### src/rtl/risp_neuron.sv
// -----------------------------------------------------------------------------
// risp_neuron
//   Integrate-and-fire neuron stage. Each enabled cycle, all signed synapse
//   charges are summed into the membrane potential. The potential is either
//   retained or leaked (cleared) first. The new value is clamped at a floor and
//   compared against a firing threshold. A crossing resets the potential to 0
//   and produces a one-cycle fire pulse for the outgoing synapses. A saturating
//   spike counter is kept for host readout.
//
// Ports
//   clk        : clock, all state updates on the rising edge
//   arstn      : asynchronous active-low reset
//   en         : timestep enable; when low, potential/fire/count hold
//   inp        : NUM_INP packed signed charges, slice i = inp[i*CW +: CW]
//   cnt_clr    : synchronous clear of fire_count (works regardless of en)
//   fire       : spike pulse (registered, or same-cycle when FIRE_LIKE_RAVENS)
//   potential  : registered signed membrane potential
//   fire_count : saturating count of fires since reset/clear
// -----------------------------------------------------------------------------
module risp_neuron #(
  parameter int          NUM_INP          = 1,
  parameter int          CHARGE_WIDTH     = 8,
  parameter int signed   THRESHOLD        = 1,
  parameter int signed   MIN_POTENTIAL    = -128,
  parameter bit          LEAK             = 1'b0,
  parameter int          COUNT_WIDTH      = 16,
  parameter bit          FIRE_LIKE_RAVENS = 1'b0
) (
  input  logic                              clk,
  input  logic                              arstn,
  input  logic                              en,
  input  logic [NUM_INP*CHARGE_WIDTH-1:0]   inp,
  input  logic                              cnt_clr,
  output logic                              fire,
  output logic signed [CHARGE_WIDTH-1:0]    potential,
  output logic [COUNT_WIDTH-1:0]            fire_count
);

  // The potential plus NUM_INP charges are NUM_INP+1 terms, so this width
  // cannot overflow while accumulating.
  localparam int SUM_W = CHARGE_WIDTH + $clog2(NUM_INP + 1) + 1;

  localparam logic signed [SUM_W-1:0]        THR_EXT = SUM_W'(THRESHOLD);
  localparam logic signed [SUM_W-1:0]        MIN_EXT = SUM_W'(MIN_POTENTIAL);
  localparam logic signed [CHARGE_WIDTH-1:0] MIN_CW  = CHARGE_WIDTH'(MIN_POTENTIAL);

  logic signed [CHARGE_WIDTH-1:0] r_potential;
  logic                           r_fire;
  logic [COUNT_WIDTH-1:0]         r_count;

  logic signed [SUM_W-1:0]        w_next;
  logic                           w_crossing;
  logic signed [CHARGE_WIDTH-1:0] w_new_pot;

  // Evaluation of the current timestep.
  always_comb begin
    // NOTE: combinational logic uses blocking '=' and assigns every output a
    // default first, so the accumulation reads in order and no latch is inferred.
    w_next = LEAK ? '0 : SUM_W'(r_potential);
    for (int i = 0; i < NUM_INP; i++) begin
      w_next = w_next + SUM_W'($signed(inp[i*CHARGE_WIDTH +: CHARGE_WIDTH]));
    end

    w_crossing = (w_next >= THR_EXT);

    // Below the threshold the sum already fits CHARGE_WIDTH, so the
    // truncation in the last branch drops only sign-extension bits.
    if (w_crossing) begin
      w_new_pot = '0;
    end else if (w_next < MIN_EXT) begin
      w_new_pot = MIN_CW;
    end else begin
      w_new_pot = w_next[CHARGE_WIDTH-1:0];
    end
  end

  // NOTE: sequential state uses non-blocking '<=' so every register samples
  // pre-edge values; only the small state registers exist here, all reset.
  always_ff @(posedge clk or negedge arstn) begin
    if (!arstn) begin
      r_potential <= '0;
      r_fire      <= 1'b0;
      r_count     <= '0;
    end else begin
      if (en) begin
        r_potential <= w_new_pot;
        r_fire      <= w_crossing;
      end
      // Clear takes priority over a simultaneous increment.
      if (cnt_clr) begin
        r_count <= '0;
      end else if (en && w_crossing && !(&r_count)) begin
        r_count <= r_count + 1'b1;
      end
    end
  end

  // Same-cycle mode gates with arstn so fire stays low throughout reset.
  assign fire       = FIRE_LIKE_RAVENS ? (w_crossing & en & arstn) : r_fire;
  assign potential  = r_potential;
  assign fire_count = r_count;

endmodule

### config.mk
export PLATFORM = sky130hd
export DESIGN_NAME = risp_neuron
export DESIGN_NICKNAME = d
export VERILOG_FILES = /design/src/rtl/risp_neuron.sv
export SDC_FILE = /design/constraint.sdc
export NUM_CORES = 1
export LEC_CHECK = 0
export BUFFER_PORTS_ARGS = -buffer_cell sky130_fd_sc_hd__buf_2
export CAP_MARGIN = 20
export CORE_MARGIN = 2
export CORE_UTILIZATION = 45
export DETAILED_ROUTE_END_ITERATION = 6
export PLACE_DENSITY = 0.74
export SETUP_SLACK_MARGIN = 0.2
export SKIP_LAST_GASP = 1
export SYNTH_ARGS = -nofsm -noshare
export SYNTH_HDL_FRONTEND = slang
export SYNTH_SLANG_ARGS = --single-unit
### constraint.sdc
create_clock -name clk -period 5.9 [get_ports clk]
set_input_delay 0.59 -clock clk [delete_from_list [all_inputs] [get_ports clk]]
set_output_delay 0.59 -clock clk [all_outputs]
set_load 0.005 [all_outputs]
==> results by group <==
Power and ir drop
  • Peak supply drop: ~0.15 mV
  • Leakage: approximately 1.1 nW
  • Cell Pwr Density: ~350 nW/µm²

Detailed routing
  • Residual DRC: 0
  • DR pass1 iterations: 4
  • Total wire length: just under 4000 µm
  • Wire length per cell: approximately 14 µm
  • Routed vias: roughly 1600
  • Vias per cell: ~5.7
  • Final antenna-violating net count: 0
  • Initial DRC Count: 90

CTS
  • Number of setup buffers added after CTS: 0
  • Clk Latency, worst-skew pair: between 0.2 and 0.3 ns
  • Clock Tree Buf Depth: 2
  • CTS tree: yes
  • TritonCTS Buffers: 3
  • H-Tree Depth: 1
  • # clock sinks: 25
  • CTS Root Buffer Type: clkbuf_8
  • Post-cts repair resize count: 0
  • Clock transition at path regs: 0.08 ns
  • Hold-fix buffers, CTS: 0

STA
  • Peak Freq: roughly 350 MHz
  • Final Max Tran Viols: 0
  • RSZ-0062 raised after global routing: false
  • Final min period: roughly 2.9 ns
  • Clock skew: around 0.0033 ns
  • Final Hold Vio Count: 0
  • Final period util: between 40% and 50%
  • Setup TNS: 0 ns
  • # setup viols final: 0
  • Worst slew pin tran: between 0.9 and 1 ns
  • Max-slew headroom at the worst pin: 35.5%
  • Hold Slack: between 0.2 and 0.3 ns

Critical path
  • Worst-path maximum fanout: 15
  • Req. time, crit path: slightly above 6 ns
  • Endpoint class of the critical path: flop
  • Critical path arrival: 3.02 ns
  • Crit path launch type: flop
  • Worst Path Class, Setup: flop to flop

Logic synthesis
  • Most area-hungry cell type in the Yosys netlist: dfrtp_1
  • Yosys warns: 0
  • Synth Flop Type: dfrtp_1
  • Netlist Area Pre-Place: between 1500 and 2000 µm²
  • Syn Nets: 219
  • Synth cell count leaders: 31 x nor2_1, 25 x dfrtp_1, 15 x mux2_1, 15 x nand4_1, 14 x a21oi_1
  • Syn_area_per_cell: between 9 and 10 µm²
  • Synth top area share: between 30% and 40%
  • Cell variety after synth: just over 40
  • Post-synth EDFFs: 0
  • Most frequent cell after synthesis: nor2_1
  • FF+latch count, synth: 25
  • Synth area leaders: dfrtp_1 34%, mux2_1 9.1%, nor2_1 6.3%
  • Post-Synthesis Cells: a little under 200
  • Async S/R FF share, synth: 100%
  • Sequential fraction of the synthesis area: between 30% and 40%

Global route
  • Largest net degree at the start of global routing: 33
  • First-pass GRT wire length: roughly 6500 µm
  • Tot GR Track Use: 18.2%
  • Total grt overflow: 0
  • Number of global-route vias before repair: 1453
  • Initial antenna violation count: 0

Floorplanning
  • IO Pins: 37
  • Core Area: 3970 µm²
  • Die X: a little under 70 µm
  • Initial Util: a little under half
  • DIE HEIGHT: about 70 µm
  • Die Footprint: 4640 µm²
  • Site Rows: 23

Layout
  • Fill cell count: between 300 and 400
  • Layout cells sized above 1: 23.0%
  • P&R area growth vs syn: 14.1%
  • Final #Nets: around 250
  • ANT cells: 0
  • Finished Cell Area: roughly 2100 µm²

Placement
  • DP Area: 2070 µm²
  • I/O Buffers: 36
  • Routability cong.: approximately 0.82
  • Hpwl dp: 2920 µm

Run status
  • Outcome: finished, final reports clean

Job
  • Max-cap violation count: 0

Worst hold path
  • HP Class: input port to async pin
worst paths after layout:
kind                              start       endpoint  slack [ns]  cells past startpoint
max                        potential[3]  fire_count[5]        3.04                      7
min                               arstn  fire_count[0]        0.30                      1
max reg2reg                potential[3]  fire_count[5]        3.04                      7
min reg2reg                        fire           fire        0.51                      1
max in group asynchronous         arstn           fire        5.24                      1
min in group clk                   fire           fire        0.51                      1
cell type report:
type | count | area (µm²) | share of cell area (%)
clock buffers | 4 | 45.0 | 2.13
inverters | 5 | 18.8 | 0.889
multi-input cells | 160 | 1180 | 55.9
flip-flops and latches | 25 | 626 | 29.6
well taps | 50 | 62.6 | 2.96
repair buffers | 36 | 180 | 8.53
cell usage in the layout (no fill, tap or decap), types with 2 or more instances in the layout:
master	count
nand3b_1	2
xor2_1	2
mux2_2	2
nor2_1	31
nor2b_1	12
buf_2	36
nor3_1	3
a21oi_1	14
clkbuf_8	3
dfrtp_1	25
a211oi_1	3
nand4_1	15
mux2i_1	3
mux2_1	15
a32o_1	3
xnor2_1	3
a21o_1	3
nor3_4	2
nand3_1	6
and3_1	7
o21ai_1	2
nand2_1	2
nand2b_1	4
ha_1	9
a211oi_2	2
inv_1	5
layer usage:
metal	track usage (%)	wire, µm	part of all wire [%]
met1	25.8	1910	49
met2	28.5	1800	46
met3	2.47	179	4.6
met4	6.25	39	0.99
met5	0	0	0
through the flow:
step           utilization [%]  total power (W)  std cells  setup slack (ns)
6_report                  53.2         0.000730        280              3.04
5_1_grt                   53.2         0.000790        280              2.81
4_1_cts                   53.2         0.000734        280              3.06
3_5_place_dp              52.0         0.000629        276              2.77
3_3_place_gp              52.0         0.000619        276              2.79
2_1_floorplan                -         0.000531        197              3.14
critical path: stages (launching register included):
cell	delay (ns)
dfrtp_1	0.42
ha_1	0.39
and3_1	0.20
a221oi_2	0.07
o21ai_1	0.76
nand2_1	0.25
a211oi_1	0.31
mux2_1	0.34
state kept, by name, summed over array words and instances, names as in the netlist:
name	count
fire	1
fire_count	16
potential	8
where the power goes:
part           switching [W]  internal [W]  leakage, nW
clock network      0.0000529     0.0000483       0.0228
registers          0.0000247      0.000200        0.338
logic               0.000248      0.000155        0.690
cell families after synthesis:
family	synth area share (%)
compound gates	14.8
xor+xnor	2.37
fa+ha+maj	7.16
buf+inv	2.50
flops	33.8
mux	12.0
simple gates	27.4
Note: power is estimated with default switching activity, not from simulation.
